==> src/rtl/hazard_scoreboard.sv <==
// Hazard and forwarding controller: shift-register scoreboard of in-flight writers behind
// decode, producing bypass selects, load-use/interlock stall, kill bubbles and stage valids.
module hazard_scoreboard #(
    parameter int unsigned DEPTH    = 3,
    parameter int unsigned REG_AW   = 5,
    parameter int unsigned LOAD_LAT = 1,
    parameter bit          FWD_EN   = 1'b1,
    parameter int unsigned CNT_W    = 32
) (
    input  logic              clk,
    input  logic              rst_n,
    input  logic              d_valid,
    input  logic [REG_AW-1:0] d_rs1,
    input  logic [REG_AW-1:0] d_rs2,
    input  logic              d_rs1_used,
    input  logic              d_rs2_used,
    input  logic [REG_AW-1:0] d_rd,
    input  logic              d_wen,
    input  logic              d_is_load,
    input  logic              kill,
    output logic              stall,
    output logic [2:0]        fwd_sel_a,
    output logic [2:0]        fwd_sel_b,
    output logic [DEPTH-1:0]  stage_valid,
    output logic              wb_en,
    output logic [REG_AW-1:0] wb_rd,
    output logic [CNT_W-1:0]  stall_cnt,
    output logic [CNT_W-1:0]  kill_cnt
);

    // Entry k (1 = X ... DEPTH = W) lives at index k.
    logic [DEPTH:1]             valid_q, valid_d;
    logic [DEPTH:1]             wen_q, wen_d;
    logic [DEPTH:1]             load_q, load_d;
    logic [DEPTH:1][REG_AW-1:0] rd_q, rd_d;
    logic [CNT_W-1:0]           stall_cnt_q, kill_cnt_q;

    logic       haz_a, haz_b;
    logic [2:0] sel_a, sel_b;
    logic       accept;

    // Walk oldest to youngest so the youngest match is the one left standing.
    always_comb begin
        haz_a = 1'b0;
        haz_b = 1'b0;
        sel_a = 3'd0;
        sel_b = 3'd0;
        for (int k = int'(DEPTH); k >= 1; k--) begin
            if (d_rs1_used && valid_q[k] && wen_q[k] && (rd_q[k] != '0) && (rd_q[k] == d_rs1)) begin
                sel_a = 3'(k);
                haz_a = FWD_EN ? (load_q[k] && (k <= int'(LOAD_LAT))) : 1'b1;
            end
            if (d_rs2_used && valid_q[k] && wen_q[k] && (rd_q[k] != '0) && (rd_q[k] == d_rs2)) begin
                sel_b = 3'(k);
                haz_b = FWD_EN ? (load_q[k] && (k <= int'(LOAD_LAT))) : 1'b1;
            end
        end
    end

    assign stall     = d_valid && !kill && (haz_a || haz_b);
    assign fwd_sel_a = FWD_EN ? sel_a : 3'd0;
    assign fwd_sel_b = FWD_EN ? sel_b : 3'd0;
    assign accept    = !stall && !kill;

    always_comb begin
        valid_d = {valid_q[DEPTH-1:1], d_valid & accept};
        wen_d   = {wen_q[DEPTH-1:1], d_wen & accept};
        load_d  = {load_q[DEPTH-1:1], d_is_load & accept};
        rd_d    = {rd_q[DEPTH-1:1], d_rd & {REG_AW{accept}}};
        // The redirecting instruction's wrong-path successor is leaving entry 1 right now.
        if (kill) begin
            valid_d[2] = 1'b0;
            wen_d[2]   = 1'b0;
        end
    end

    always_ff @(posedge clk or negedge rst_n) begin
        if (!rst_n) begin
            valid_q     <= '0;
            wen_q       <= '0;
            load_q      <= '0;
            rd_q        <= '0;
            stall_cnt_q <= '0;
            kill_cnt_q  <= '0;
        end else begin
            valid_q     <= valid_d;
            wen_q       <= wen_d;
            load_q      <= load_d;
            rd_q        <= rd_d;
            stall_cnt_q <= stall_cnt_q + CNT_W'(stall);
            kill_cnt_q  <= kill_cnt_q + CNT_W'(kill);
        end
    end

    assign stage_valid = valid_q;
    assign wb_en       = valid_q[DEPTH] && wen_q[DEPTH] && (rd_q[DEPTH] != '0);
    assign wb_rd       = rd_q[DEPTH];
    assign stall_cnt   = stall_cnt_q;
    assign kill_cnt    = kill_cnt_q;

endmodule
==> config.mk <==
export PLATFORM = sky130hd
export DESIGN_NAME = hazard_scoreboard
export DESIGN_NICKNAME = d
export VERILOG_FILES = /design/src/rtl/hazard_scoreboard.sv
export SDC_FILE = /design/constraint.sdc
export NUM_CORES = 1
export LEC_CHECK = 0
export CORE_UTILIZATION = 52
export DETAILED_ROUTE_END_ITERATION = 8
export PLACE_DENSITY = 0.85
export SYNTH_ARGS = -nofsm -noshare
export SYNTH_HDL_FRONTEND = slang
export SYNTH_SLANG_ARGS = --single-unit
==> constraint.sdc <==
create_clock -name clk -period 5.9 [get_ports clk]
set_input_delay 0.885 -clock clk [delete_from_list [all_inputs] [get_ports clk]]
set_output_delay 0.885 -clock clk [all_outputs]
set_load 0.02 [all_outputs]
Word level (Yosys, flattened, before mapping). Cells that the tools add are included.

Bits in registers: 86. Input bits: 23.

Add/sub/neg operators: 2. Equal/unequal tests: 6. Multiplexer cells: 10. Bitwise logic cells: 4. Reductions and logical operators: 35.

Operators with widths (count): $add A32 B1 Y32 (2); $eq A5 B5 Y1 (6); $logic_and A1 B1 Y1 (29); $reduce_bool A5 Y1 (3); $mux W2 (5); $and A5 B5 Y5 (1); $mux W1 (4); $and A1 B1 Y1 (3); $mux W3 (1); $logic_not A1 Y1 (2); $logic_or A1 B1 Y1 (1).

Depth between registers and ports, before layout. Gate-level depths: netlist of the first run.

Word-level depth: 10. Mapped depth: 11. Mapped depth without buffers: 11.

Worst setup path before layout of the first run. No wires, ideal clock.

Path kind: input to register. From: in d_rs2[2]. To: reg stall_cnt_q[16], in the netlist stall_cnt[16]. Library setup time: 129 ps. Arrival: 3096 ps. Setup slack: 2675 ps. Cell stages on the path: 11. Buffers on the path: 0. Path through: xor2_1 > nor4_1 > nand3_1 > a21oi_1 > and3b_1 > ha_1 > ha_1 > nand2_1 > nor3_1 > nand3_1 > xnor2_1.

Word-level cells in the longest chain between the ends: 6.

RTL lines: from (decl) (RTL line 14) `input logic [REG_AW-1:0] d_rs2,`; $eq A5 B5 Y1 (RTL line 53) `if (d_rs2_used && valid_q[k] && wen_q[k] && (rd_q[k] != '0) && (rd_q[k] == d_rs2)) begin`; $logic_and A1 B1 Y1 (RTL line 53); $mux W1 (RTL line 53); $logic_or A1 B1 Y1 (RTL line 60) `assign stall = d_valid && !kill && (haz_a || haz_b);`; $logic_and A1 B1 Y1 (RTL line 60); named net stall (RTL line 21) `output logic stall,`; $add A32 B1 Y32 (RTL line 90) `stall_cnt_q <= stall_cnt_q + CNT_W'(stall);`; to (signal assigned) (RTL line 90); to (decl) (RTL line 36) `logic [CNT_W-1:0] stall_cnt_q, kill_cnt_q;`.

The timed path passes the listed nets, and every way through them passes these cells.

Worst setup path in the final report of the first run.
From: in d_rs2[2]. To: out stall.

Word-level cells in the longest chain between the ends: 5.

RTL lines (RTL line): $eq A5 B5 Y1 (53); $logic_and A1 B1 Y1 (53); $mux W1 (53); $logic_or A1 B1 Y1 (60); $logic_and A1 B1 Y1 (60); to (decl) (21).

Every way passes these cells.

==> summary.md, run 1 <==
| Metric | Value |
|---|---|
| Final min period | `4050 ps` |
| Max Freq | `roughly 0.25 GHz` |
| Netlist Area Pre-Place | `3900 um^2` |
| Final max-slew violation count | `0` |
| Crit path DAT | `3170 ps` |
| Worst reg2reg path startpoint | `rd_d[7]$_DFF_PN0_` |
| HP Class | `reg2reg` |
| GRT overflow | `0` |
| Most frequent cell after synthesis | `dfrtp_1` |
| Tcrit/Tclk final | `0.687` |
| Top FF cell, synth | `dfrtp_1` |
| Share of cells above drive strength 1 | `0.0619` |
| Clk sinks | `86` |
| Syn Area/Cell | `between 10 and 15 um^2` |
| Critical Path RT | `between 5000 and 6000 ps` |
| CP endpoint kind | `primary output` |
| Slowest stage delay, CP | `between 600 and 700 ps` |
| Gpl congestion | `a little over 0.9` |
| Met3 usage | `0.0373` |
| Comb pwr share | `0.134` |
| Leak pwr | `2.24 nW` |
| CTS tree | `built` |
| Antenna Nets Post-Route | `0` |
| PortBufs | `100` |
| DRT Pass-1 Iters | `4` |
| Sequential area share after synthesis | `0.552` |
| Die Ht | `between 80 and 90 um` |
| Crit-path cells | `clkdlybuf4s50_1, xor2_1, nor4_1, nand3_1, a21oi_1, and3b_1, clkdlybuf4s50_1` |
| TNS Setup | `0 ps` |
| Hold_buf cts | `0` |
| Library cells used by synthesis | `36` |
| Share of power burned in registers | `0.515` |
| DRC errors left | `0` |
| Setup WS pre-CTS | `1850 ps` |
| Worst-path clk slew | `90 ps` |
| Global route hottest layer | `met2` |
| Psw | `between 0.3 and 0.4 mW` |
| Met2 GRT Util | `0.369` |
| Cells taking the most area after synthesis | `dfrtp_1 55%, xnor2_1 14%, xor2_1 6.3%, nand3_1 3.5%, nand2_1 2.6%` |
| Root Buffer | `clkbuf_8` |
| HP Start | `wen_q[2]$_DFF_PN0_` |
| Initial DRC count | `106` |
| Worst path slowest cell | `clkdlybuf4s50_1` |
| Critical path's top delay family | `buffers and inverters` |
| Worst setup startpoint | `d_rs2[2]` |
| Top post-synthesis cells by count | `86 x dfrtp_1, 62 x xnor2_1, 28 x xor2_1, 27 x nand2_1, 27 x nand3_1` |
| Final-report setup violation count | `0` |
| Setup ws final | `~1800 ps` |
| PD cells | `between 200 and 250 nW/um^2` |
| Routed via count | `about 2900` |
| IO Count | `103` |
| N_diodes | `0` |
| Area grow syn2layout | `33.8%` |
| Die area | `roughly 7800 um^2` |
| Hold WS | `~400 ps` |
| Final count of hold timing violations | `0` |
| Async SR Flop Fraction | `1.00` |
| Largest net degree at the start of global routing | `slightly below 90` |
| Peak supply drop | `between 0.2 and 0.25 mV` |
| Yosys synthesis warning count | `0` |
| Slew Limit Headroom | `0.299` |
| Syn Inst Count | `323` |
| Internal | `around 0.95 mW` |
| CTS Buf Count | `9` |
| Status | `finished clean` |
| H-tree lvl count | `3` |
| Buffers & Inverters on Critical Path | `2` |
| Cell taking the most area after synthesis | `dfrtp_1` |
| Deepest clock path buffer count | `2` |
| Post-CTS setup buffers | `0` |
| Max cap viols | `0` |
| Row count | `31` |
| Final wirelength | `roughly 8400 um` |
| Vias in the first global route | `2759` |
| Die width | `just under 90 um` |
| Crit path top cell by count | `clkdlybuf4s50_1` |
| Setup Skew | `roughly 15 ps` |
| Core Box Area | `just over 7000 um^2` |
| RSZ-0062 raised after global routing | `false` |
| Global-route wire length before repair | `~14000 um` |
| Crit start category | `input pin` |
| Number of synthesized flops with an enable pin | `0` |
| Post-DP HPWL | `~6200 um` |
| DR vias/cell | `5.33` |
| Crit-path max FO | `4` |
| Grt met1 use | `0.304` |
| Clock Latency Late Sink | `350 ps` |
| Sw Share | `0.251` |
| # resized after CTS | `0` |
| CP Class | `in2out` |
| Clock power share | `0.350` |
| Initial antenna violation count | `0` |
| Synth top area share | `0.552` |
| Post-DR wirelength/cell | `around 16 um` |
| NumNets Final | `~460` |
| Initial core utilization | `0.538` |
| Worst-Margin Slew | `approximately 1100 ps` |
| Gr usage total | `0.227` |
| Flops & latches, synth | `between 80 and 90` |
-- worst paths after layout --
kind                                           endpoint  slack [ps]  cells past startpoint
worst max-delay path                              stall        1850                      7
worst min-delay path                 wen_q[3]$_DFF_PN0_         410                      0
worst max register to register  stall_cnt[16]$_DFF_PN0_        2800                     11
worst min register to register       wen_q[3]$_DFF_PN0_         410                      0
max in group asynchronous        stall_cnt[0]$_DFF_PN0_        4500                      1
min in group asynchronous       stall_cnt[18]$_DFF_PN0_         710                      1
-- cell usage in the layout, fill, tap and decap left out, drive strengths merged, types with 2 or more instances in the layout --
cell / Yosys / final
nand2: 27 / 27
nor2: 6 / 6
nor2b: 2 / 2
a21oi: 2 / 2
nor4: 7 / 7
or3: 3 / 3
o211ai: 2 / 2
ha: 4 / 4
bufinv: 0 / 2
inv: 2 / 2
conb: 1 / 2
o22ai: 2 / 2
nor3b: 8 / 8
and3: 10 / 10
xnor2: 62 / 62
clkdlybuf4s50: 0 / 99
dfrtp: 86 / 86
a2bb2oi: 2 / 2
nand4: 12 / 12
and4: 8 / 8
nor3: 7 / 7
nand3: 31 / 31
clkbuf: 1 / 13
xor2: 28 / 28
or4: 2 / 2
-- layout make-up --
cell class | instances | area (um^2)
flip-flops and latches | 86 | 2150
fillers | 541 | 2040
multi-input cells | 232 | 1720
repair buffers | 100 | 998
clock buffers | 13 | 149
well taps | 99 | 124
clock inverters | 3 | 67.6
inverters | 2 | 7.51
-- worst register-to-register path: stages (launching register included) --
cell	delay, ps
dfrtp_1	430
xor2_1	180
nor4_1	330
nand3_1	240
a21oi_1	250
and3b_1	200
ha_1	270
ha_1	310
nand2_1	200
nor3_1	320
nand3_1	150
xnor2_1	140
-- flip-flops by register name, indices dropped and copies added, names as in the netlist --
signal       count
kill_cnt        32
rd_d            10
stall_cnt       32
wb_rd            5
load_q           1
stage_valid      3
wen_q            3
-- stage by stage --
stage	util	std cells	total power, mW	area, um^2
4_1_cts	0.719	535	1.29	5220
2_1_floorplan	-	324	0.740	3900
3_5_place_dp	0.689	519	0.840	5000
6_report	0.719	535	1.27	5220
3_3_place_gp	0.689	519	0.834	5000
5_1_grt	0.719	535	1.33	5220
-- logic make-up after synthesis --
logic type / share of synthesized area
simple gates: 0.206
xor+xnor: 0.202
flops: 0.552
compound gates: 0.0176
buf+inv: 0.00866
fa+ha+maj: 0.0128
other cells: 0.000962
-- routing by layer --
metal,share of wire,routed length (um),up-vias
met5,0,0,-
met4,0.017,145,0
met3,0.043,365,13
met2,0.50,4270,75
met1,0.43,3670,1427
li1,-,-,1338
-- power groups by stage --
stage               combinational [mW]  sequential, mW  clock, mW
CTS                              0.173           0.656      0.458
global route                     0.184           0.663      0.482
global placement                 0.169           0.665          0
floorplan                       0.0496           0.691          0
finish                           0.171           0.656      0.446
detailed placement               0.172           0.667          0
Power figures use the tool's default switching activity.
==> inputs of run 2 (changes only) <==
--- a/config.mk
+++ b/config.mk
@@ -5,9 +5,9 @@
 export SDC_FILE = /design/constraint.sdc
 export NUM_CORES = 1
 export LEC_CHECK = 0
-export CORE_UTILIZATION = 52
+export CORE_UTILIZATION = 49
 export DETAILED_ROUTE_END_ITERATION = 8
-export PLACE_DENSITY = 0.85
+export PLACE_DENSITY = 0.81
 export SYNTH_ARGS = -nofsm -noshare
 export SYNTH_HDL_FRONTEND = slang
 export SYNTH_SLANG_ARGS = --single-unit
==> constraint.sdc (replaced) <==
create_clock -name clk -period 4 [get_ports clk]
set_input_delay 0.6 -clock clk [delete_from_list [all_inputs] [get_ports clk]]
set_output_delay 0.6 -clock clk [all_outputs]
set_load 0.02 [all_outputs]
==> run 2 against run 1 <==
Net effect:
- combinational power is 49% higher
- hold slack worse by 21 ps
- global-route usage is 1.5 points lower
- count of clock-buffer cells in the layout is 2 lower
- wire length is 0.27% lower
- die area is 6.0% higher
- cell count is 0.56% higher
- utilization is 4.9 points lower
- clock power is 22% higher
- sequential cell count stayed put
- critical path type unchanged
- largest power group unchanged
==> summary.md, run 2 (synthesis gave the netlist of run 1 again) <==
| Metric | Value |
|---|---|
| Setup WS pre-CTS | `~260 ps` |
| Global-route wire length before repair | `about 14000 um` |
| Vias in the first global route | `2769` |
| Root Buffer | `clkbuf_8` |
| GRT overflow | `0` |
| Gr usage total | `0.212` |
| NumNets Final | `458` |
| Die width | `a little over 90 um` |
| DRC errors left | `0` |
| Area occupied by multi-input gates | `between 1500 and 2000 um^2` |
| Status | `finished clean` |
| CTS tree | `built` |
| Post-DP HPWL | `between 6000 and 7000 um` |
| N_diodes | `0` |
| Worst reg2reg path startpoint | `rd_d[8]$_DFF_PN0_` |
| Crit-path max FO | `4` |
| Commonest non-fill, non-tap cells in the layout | `99 x clkdlybuf4s50_1, 86 x dfrtp_1, 62 x xnor2_1, 28 x xor2_1` |
| Setup ws final | `between 400 and 500 ps` |
| Critical Path RT | `3400 ps` |
| Crit path DAT | `about 2900 ps` |
| Leak pwr | `roughly 2.2 nW` |
| Hold_buf cts | `0` |
| Commonest non-fill, non-tap cell in the layout | `clkdlybuf4s50_1` |
| Routed via count | `around 2800` |
| Initial core utilization | `0.505` |
| Met2 GRT Util | `0.355` |
| Setup Skew | `between 15 and 20 ps` |
| Clk sinks | `86` |
| Final max-slew violation count | `0` |
| Tcrit/Tclk final | `0.880` |
| HP Start | `wen_q[2]$_DFF_PN0_` |
| Post-CTS setup buffers | `0` |
| Row count | `32` |
| TNS Setup | `0 ps` |
| Gpl congestion | `around 0.86` |
| RSZ-0062 raised after global routing | `false` |
| Worst-Margin Slew | `roughly 1100 ps` |
| Antenna Nets Post-Route | `0` |
| Slew Limit Headroom | `0.288` |
| Clock Latency Late Sink | `about 340 ps` |
| Final wirelength | `between 8000 and 9000 um` |
| Area grow syn2layout | `32.8%` |
| Worst setup startpoint | `d_rs2[1]` |
| Initial DRC count | `just over 90` |
| # resized after CTS | `0` |
| Crit start category | `input pin` |
| Global route hottest layer | `met2` |
| Deepest clock path buffer count | `2` |
| DRT Pass-1 Iters | `4` |
| Core Box Area | `7730 um^2` |
| CP Class | `in2out` |
| Max cap viols | `0` |
| Final min period | `approximately 3500 ps` |
| Peak supply drop | `~0.26 mV` |
| HP Class | `reg2reg` |
| H-tree lvl count | `3` |
| CP endpoint kind | `primary output` |
| IO Count | `about 100` |
| Largest net degree at the start of global routing | `87` |
| Fillers | `slightly above 600` |
| Worst-path clk slew | `about 80 ps` |
| Max Freq | `0.284 GHz` |
| Initial antenna violation count | `0` |
| Grt met1 use | `0.275` |
| Die Ht | `a little over 90 um` |
| PD cells | `~340 nW/um^2` |
| Sequential Area | `between 2000 and 2500 um^2` |
| PortBufs | `100` |
| CTS Buf Count | `9` |
| Post-DR wirelength/cell | `between 15 and 20 um` |
| DR vias/cell | `5.22` |
| Share of cells above drive strength 1 | `0.0665` |
| Met3 usage | `0.0477` |
| Final count of hold timing violations | `0` |
| Final-report setup violation count | `0` |
| Die area | `about 8300 um^2` |
## run 2: changes by cell type in the layout (fill, tap and decap cells not counted), sizes merged
cell,before,now
clkinv,0,4
clkinvlp,1,0
inv,2,3
clkbuf,13,11
bufinv,2,0
## run 2: layout make-up
type                            count  share of cell area
Inverter                            2             0.00145
Clock buffer                       11              0.0273
Timing Repair Buffer              100               0.193
Tap cell                          102              0.0247
Sequential cell                    86               0.416
Multi-Input combinational cell    232               0.332
Clock inverter                      5             0.00628
## run 2: worst max-delay path: stages
cell and delay, ps:
clkdlybuf4s50_1 500, xor2_1 180, nor4_1 320, nand3_1 240, a21oi_1 240, and3b_1 210
clkdlybuf4s50_1 630
## run 2: routing by layer
layer	vias to the layer above	share of wire
li1	1338	-
met1	1386	0.45
met2	75	0.49
met3	9	0.046
met4	0	0.014
met5	-	0
## run 2: metrics by stage
stage               utilization  area (um^2)  std cells  total power, mW  hold slack, ps
global route              0.670         5180        538             1.84             400
CTS                       0.670         5180        538             1.78             385
detailed placement        0.647         5000        522             1.24             366
global placement          0.647         5000        522             1.23             364
finish                    0.670         5180        538             1.77             385
floorplan                     -         3900        324             1.09             304
## run 2: path summary, 6_finish.rpt
| path | end | slack, ps | cells past startpoint |
|---|---|---|---|
| max | stall | 480 | 7 |
| max in group asynchronous | kill_cnt[3]$_DFF_PN0_ | 2850 | 1 |
| min | wen_q[3]$_DFF_PN0_ | 380 | 0 |
| min in group asynchronous | stall_cnt[15]$_DFF_PN0_ | 400 | 1 |
| min reg2reg | wen_q[3]$_DFF_PN0_ | 380 | 0 |
| max reg2reg | stall_cnt[20]$_DFF_PN0_ | 910 | 11 |
## run 2: where the power goes
part / internal (mW) / total (mW) / switching [mW]
clock: 0.243 / 0.545 / 0.302
combinational: 0.124 / 0.254 / 0.130
sequential: 0.913 / 0.969 / 0.0558
total: 1.28 / 1.77 / 0.487
==> inputs of run 3 (changes only) <==
--- a/config.mk
+++ b/config.mk
@@ -8,6 +8,7 @@
 export CORE_UTILIZATION = 49
 export DETAILED_ROUTE_END_ITERATION = 8
 export PLACE_DENSITY = 0.81
+export REMOVE_ABC_BUFFERS = 1
 export SYNTH_ARGS = -nofsm -noshare
 export SYNTH_HDL_FRONTEND = slang
 export SYNTH_SLANG_ARGS = --single-unit
==> run 3 against run 2 <==
Net effect:
- cell count is the same
- critical path type unchanged
- critical endpoint unchanged
- largest cell class unchanged
- hold slack gained 3.4 ps
- utilization grew 0.21 points
- clock power up 7.2%
- maximum frequency fell by 1.6%
- clock skew shrank 7.4 ps
- count of clock-buffer cells in the layout unchanged
- register-to-register slack worse by 50 ps
- design area increased by 0.31%
- first-iteration DRC count is 44% higher
- highest routed layer unchanged
==> summary.md, run 3 (synthesis gave the netlist of run 1 again) <==
| Metric | Value |
|---|---|
| Status | `finished clean` |
| Die Ht | `91.2 um` |
| Global-route wire length before repair | `roughly 14000 um` |
| CTS tree | `built` |
| Crit start category | `input pin` |
| Tcrit/Tclk final | `0.895` |
| Clk sinks | `between 80 and 90` |
| PortBufs | `100` |
| TNS Setup | `0 ps` |
| CP endpoint kind | `primary output` |
| RSZ-0062 raised after global routing | `false` |
| Clock Latency Late Sink | `340 ps` |
| Commonest non-fill, non-tap cells in the layout | `99 x clkdlybuf4s50_1, 86 x dfrtp_1, 62 x xnor2_1, 28 x xor2_1` |
| Final count of hold timing violations | `0` |
| DR vias/cell | `5.23` |
| CTS Buf Count | `9` |
| Final-report setup violation count | `0` |
| NumNets Final | `roughly 460` |
| DRT Pass-1 Iters | `4` |
| Fillers | `590` |
| CP Class | `in2out` |
| N_diodes | `0` |
| Slew Limit Headroom | `0.304` |
| DRC errors left | `0` |
| Reg2reg setup slack | `around 860 ps` |
| GRT overflow | `0` |
| Vias in the first global route | `2824` |
| Initial antenna violation count | `0` |
| Fin cells | `about 540` |
| Area grow syn2layout | `33.2%` |
| Final max-slew violation count | `0` |
| Initial DRC count | `around 130` |
| Critical Path RT | `approximately 3400 ps` |
| H-tree lvl count | `3` |
| Max Freq | `0.279 GHz` |
| Initial core utilization | `0.505` |
| Gpl congestion | `0.893` |
| Antenna Nets Post-Route | `0` |
| Gr usage total | `0.216` |
| # resized after CTS | `0` |
| Area occupied by multi-input gates | `between 1500 and 2000 um^2` |
| Root Buffer | `clkbuf_8` |
| Largest net degree at the start of global routing | `87` |
| Post-CTS setup buffers | `0` |
| Die area | `roughly 8300 um^2` |
| PD cells | `346 nW/um^2` |
| HP Class | `reg2reg` |
| Crit-path cells | `clkdlybuf4s50_1, xor2_1, nor4_1, nand3_1, a21oi_1, and3b_1, clkdlybuf4s50_1` |
| Final wirelength | `between 8000 and 9000 um` |
| Final min period | `around 3600 ps` |
| IO Count | `around 100` |
| Setup Skew | `approximately 9.0 ps` |
| Post-DR wirelength/cell | `roughly 15 um` |
| Worst-path clk slew | `roughly 90 ps` |
| Deepest clock path buffer count | `2` |
| Share of cells above drive strength 1 | `0.0642` |
| Max cap viols | `0` |
| Placed Instances | `around 520` |
| Worst path slowest cell | `clkdlybuf4s50_1` |
| Crit path DAT | `approximately 3000 ps` |
| Routed via count | `roughly 2800` |
| Crit path top cell by count | `clkdlybuf4s50_1` |
| Hold_buf cts | `0` |
| Row count | `32` |
| Commonest non-fill, non-tap cell in the layout | `clkdlybuf4s50_1` |
| Core Box Area | `7730 um^2` |
| Worst-Margin Slew | `about 1000 ps` |
| Leak pwr | `between 2 and 2.5 nW` |
| Sequential Area | `~2200 um^2` |
| Die width | `approximately 90 um` |
| Crit-path max FO | `4` |
| Peak supply drop | `~0.20 mV` |
| Slowest stage delay, CP | `between 600 and 700 ps` |
| Post-DP HPWL | `6030 um` |
## run 3: cell types whose count changed in the layout (fill, tap and decap cells not counted)
cell / previous run / this run
clkbuf_8: 10 / 9
bufinv_16: 0 / 1
clkinvlp_4: 0 / 2
clkinv_2: 3 / 1
clkinv_4: 1 / 0
clkbuf_1: 1 / 2
## run 3: path summary, 6_finish.rpt
path / startpoint / endpoint / cells after the start
setup / recovery: d_rs2[2] / stall / 7
hold / removal: wen_q[2]$_DFF_PN0_ / wen_q[3]$_DFF_PN0_ / 0
setup reg to reg: rd_d[7]$_DFF_PN0_ / stall_cnt[16]$_DFF_PN0_ / 11
hold reg to reg: wen_q[2]$_DFF_PN0_ / wen_q[3]$_DFF_PN0_ / 0
max in group asynchronous: rst_n / kill_cnt[21]$_DFF_PN0_ / 1
min in group asynchronous: rst_n / stall_cnt[17]$_DFF_PN0_ / 1
## run 3: cell type report
class / count / share of cell area
clock buffer: 11 / 0.0253
clock inverter: 5 / 0.0113
inverter: 2 / 0.00145
multi-input combinational: 232 / 0.331
sequential: 86 / 0.414
tap: 102 / 0.0246
timing repair buffer: 100 / 0.192
## run 3: routing by layer
layer	share of wire	wire, um	GRT usage
met1	0.44	3650	0.273
met5	0	0	0
met2	0.49	4080	0.350
met4	0.014	119	0.0873
met3	0.059	488	0.0620
## run 3: metrics by stage
step | setup WS (ps) | area, um^2 | total power, mW | util | hold slack (ps)
CTS | 418 | 5190 | 1.82 | 0.672 | 390
detailed placement | 185 | 5000 | 1.23 | 0.647 | 371
floorplan | 1060 | 3880 | 1.09 | - | 304
global route | 218 | 5190 | 1.88 | 0.672 | 405
global placement | 354 | 5000 | 1.23 | 0.647 | 359
finish | 420 | 5190 | 1.80 | 0.672 | 388
## run 3: worst max-delay path, delay by kind of cell
kind                      cells  cell delay, ps
xor gates and xnor gates      1             180
and+or+nand+nor               3             830
buffers and inverters         2            1130
AOI/OAI and AO/OA             1             230
## run 3: where the power goes
| part | internal, mW | switching, mW | leakage [nW] | total, mW |
|---|---|---|---|---|
| clock network | 0.290 | 0.294 | 0.0899 | 0.584 |
| logic | 0.123 | 0.125 | 0.967 | 0.248 |
| registers | 0.913 | 0.0538 | 1.17 | 0.967 |
| total | 1.33 | 0.472 | 2.23 | 1.80 |
==> RTL change 1, RTL diff (settings of run 3) <==
Change the parameter `FWD_EN` from 1'b1 to 1'b0.
--- a/src/rtl/hazard_scoreboard.sv
+++ b/src/rtl/hazard_scoreboard.sv
@@ -4,7 +4,7 @@
     parameter int unsigned DEPTH    = 3,
     parameter int unsigned REG_AW   = 5,
     parameter int unsigned LOAD_LAT = 1,
-    parameter bit          FWD_EN   = 1'b1,
+    parameter bit          FWD_EN   = 1'b0,
     parameter int unsigned CNT_W    = 32
 ) (
     input  logic              clk,
Formal check against the unedited RTL: not equivalent (a bounded check fails within 4 cycles, from zero or initial values and one cycle with rst_n low).
==> RTL change 1 against run 3 <==
- cell count did not move
- final area is 1.4% lower
- die area shrank 2.3%
- worst setup slack worse by 0.064 ns
- synthesized area decreased by 2.4%
- routed wire length is 5.0% lower
- total power is 6.0% higher
- clock skew decreased by 0.0012 ns
- global-route usage fell by 0.59 points
- sequential cell count fell by 1
- critical path type is now in -> reg
==> RTL change 1: results <==
{
  "status": "completed",
  "post-route-util_pct": 69.5,
  "dp_hpwl_mm": 5.77,
  "nFillCells": 527,
  "wl_per_cell_um": 14.7,
  "drt_iter0_drc": 160,
  "comb_power_w": 0.000252,
  "finalCriticalPeriod_ns": 3.64,
  "gp_congestion": 0.860,
  "nets": 462,
  "synth-seq-area-share_pct": 55.9,
  "ys_types": 32,
  "synthTopCellsByCount": "85 x dfrtp_1, 68 x xnor2_1, 31 x nand2_1",
  "end_kind": "flop",
  "arrival_ns": 3.88,
  "synth_top_area_share_pct": 55.9,
  "r2r_slack_ns": 0.74,
  "clkPwrFrac_pct": 36.9,
  "synth_area_leaders": "dfrtp_1 56%, xnor2_1 16%, xor2_1 5.1%",
  "grt_max_degree": 86,
  "p_leak_nw": 2.21,
  "placed_area_um2": 4880,
  "rr_endpoint": "stall_cnt[24]",
  "grt_pass1_vias": 2718,
  "p_sw_w": 0.000465,
  "via_per_inst": 5.14,
  "tightest_slew_ns": 1.04,
  "grtUsageTotal_pct": 21.0,
  "r2r_cells": 13,
  "port_buffers": 95,
  "clock_latency_ns": 0.34,
  "rr_startpoint": "rd_d[13]",
  "drive_above_1_share_pct": 6.61,
  "pre_cts_ws_ns": 0.0659,
  "vdd_ir_drop_max_mv": 0.359,
  "grt_pass1_wl_mm": 13.5,
  "synth.avg_cell_area_um2": 11.6,
  "crit_path_max_incr_delay_ns": 0.59
}
## RTL change 1: cell count changes after synthesis, sizes merged, moves of 6 or more
cell   delta
nor3b     -7
nand3    -11
xnor2     +6
nand4     +7
nor2     +12
xor2      -6
nor4      -6
## RTL change 1: layout make-up
cell class                 instances  area share, %
sequential                        85           41.5
multi-input combinational        234           31.6
timing repair buffer             103           19.7
clock buffer                       9           2.42
tap                               99           2.42
clock inverter                     6           2.17
inverter                           2          0.147
## RTL change 1: routing by layer
metal	up-vias	routed length (um)	track usage, %
li1	1327	-	-
met1	1350	3600	28.3
met2	78	3840	33.9
met3	12	359	4.31
met4	0	123	7.26
met5	-	0	0
## RTL change 1: cells by family (layout without fill, tap and decap cells)
family / Yosys count / in the layout / synth area share, %
other cells: 1 / 6 / 0.0985
simple gates: 126 / 126 / 18.1
buf+inv: 14 / 120 / 2.10
flops: 85 / 85 / 55.9
fa+ha+maj: 4 / 4 / 1.31
compound gates: 8 / 8 / 1.81
xor+xnor: 90 / 90 / 20.7
## RTL change 1: worst min-delay path by stage
stage | startpoint | endpoint
floorplan | rst_n | kill_cnt[0]
CTS | wen_q[2] | wen_q[3]
finish | wen_q[2] | wen_q[3]
detailed placement | wen_q[2] | wen_q[3]
global route | wen_q[2] | wen_q[3]
global placement | wen_q[2] | wen_q[3]
## RTL change 1: critical path, delay by kind of cell
kind / cells / cell delay, ns
and+or+nand+nor: 5 / 1.33
buffers and inverters: 3 / 0.79
AOI/OAI and AO/OA: 2 / 0.45
adders and majority gates: 2 / 0.40
xor gates and xnor gates: 2 / 0.30
## RTL change 1: metrics by stage
step                hold WS [ns]  total power [W]
detailed placement         0.385          0.00122
floorplan                  0.304          0.00108
global route               0.410          0.00199
global placement           0.383          0.00122
finish                     0.408          0.00191
CTS                        0.397          0.00193
==> RTL change 2, RTL diff (config.mk and constraints of run 3) <==
Made on the original files. Register the output `kill_cnt` once more, without a reset; this adds one clock of latency there. The other outputs are not delayed to match.
--- a/src/rtl/hazard_scoreboard.sv
+++ b/src/rtl/hazard_scoreboard.sv
@@ -96,6 +96,8 @@
     assign wb_en       = valid_q[DEPTH] && wen_q[DEPTH] && (rd_q[DEPTH] != '0);
     assign wb_rd       = rd_q[DEPTH];
     assign stall_cnt   = stall_cnt_q;
-    assign kill_cnt    = kill_cnt_q;
+    always_ff @(posedge clk) begin
+        kill_cnt <= kill_cnt_q;
+    end
 
 endmodule
Function: changed (a bounded check fails within 4 cycles, from zero or initial values and one cycle with rst_n low).
==> RTL change 2 against run 3 <==
- the run now ends with design-rule violations left
- clock power grew to 2.5 times the old value
- via count grew 9.6%
- combinational power grew 2%
- worst hold slack lost 0.25 ns
- final area grew 20%
- worst setup slack gained 0.043 ns
- routed wire length grew 12%
- synthesized area grew 16%
- total power grew 69%
- sequential cell count grew 32
- largest cell class unchanged
==> RTL change 2: results <==
{
  "status": "finished, violations left",
  "violations": "design-rule violations",
  "dp_hpwl_mm": 6.62,
  "via_per_inst": 5.20,
  "hp-class": "in -> async",
  "ys_types": 37,
  "grt_max_degree": 59,
  "drt-pass1-iter-count": 7,
  "met3WireLength_um": 418,
  "drive_above_1_share_pct": 9.67,
  "met1_length_mm": 4.05,
  "vias": 3086,
  "synth_area_leaders": "dfrtp_1 47%, dfxtp_1 14%, xnor2_1 12%",
  "grtUsageTotal_pct": 20.9,
  "powerDensity_nw_per_um2": 487,
  "met2_length_mm": 4.82,
  "htreeDepth": 4,
  "placed_area_um2": 5670,
  "synthArstFlopShare_pct": 72.9,
  "drc": 10,
  "pre_cts_ws_ns": 0.277,
  "relSlewSlack_pct": 51.8,
  "gr-usage-met3_pct": 5.37,
  "path_clk_slew_ns": 0.06,
  "use_met1_pct": 26.4,
  "nets": 500
}
## RTL change 2: changes by cell type after synthesis
| cell | before | now |
|---|---|---|
| dfxtp_1 | 0 | 32 |
## RTL change 2: worst paths after layout
| path | start | cells after the start | end | slack (ns) |
|---|---|---|---|---|
| min in group clk | kill_cnt_q[0] | 0 | kill_cnt[0] | 0.38 |
| setup / recovery | d_rs2[1] | 7 | stall | 0.46 |
| setup reg to reg | rd_d[7] | 11 | stall_cnt[16] | 0.91 |
| hold / removal | rst_n | 1 | kill_cnt_q[3] | 0.14 |
| max in group asynchronous | rst_n | 2 | kill_cnt_q[8] | 2.99 |
| hold reg to reg | kill_cnt_q[0] | 0 | kill_cnt[0] | 0.38 |
## RTL change 2: cell type report
cell class | instances | share of cell area [%]
multi-input cells | 232 | 27.5
inverters | 2 | 0.120
clock buffers | 18 | 6.69
clock inverters | 14 | 2.58
well taps | 108 | 2.16
flip-flops and latches | 118 | 44.7
repair buffers | 102 | 16.2
## RTL change 2: where the power goes
part           internal [W]  total (W)  switching (W)  leakage, nW
logic              0.000127   0.000253       0.000125        0.977
clock network      0.000904    0.00146       0.000557        0.286
registers           0.00127    0.00133      0.0000596         1.43
total               0.00230    0.00304       0.000742         2.69
## RTL change 2: worst max-delay path: stages
cell             delay [ns]
clkdlybuf4s50_1        0.51
xor2_1                 0.19
nor4_1                 0.32
nand3_1                0.23
a21oi_1                0.23
and3b_1                0.20
clkdlybuf4s50_1        0.64
## RTL change 2: cells by family after synthesis
logic type,Yosys count,share of synthesized area [%]
adders and majority gates,4,1.10
xor gates and xnor gates,90,17.4
AOI/OAI and AO/OA,9,1.52
and+or+nand+nor,127,17.7
other,1,0.0826
DFF,118,61.5
buffers and inverters,6,0.744
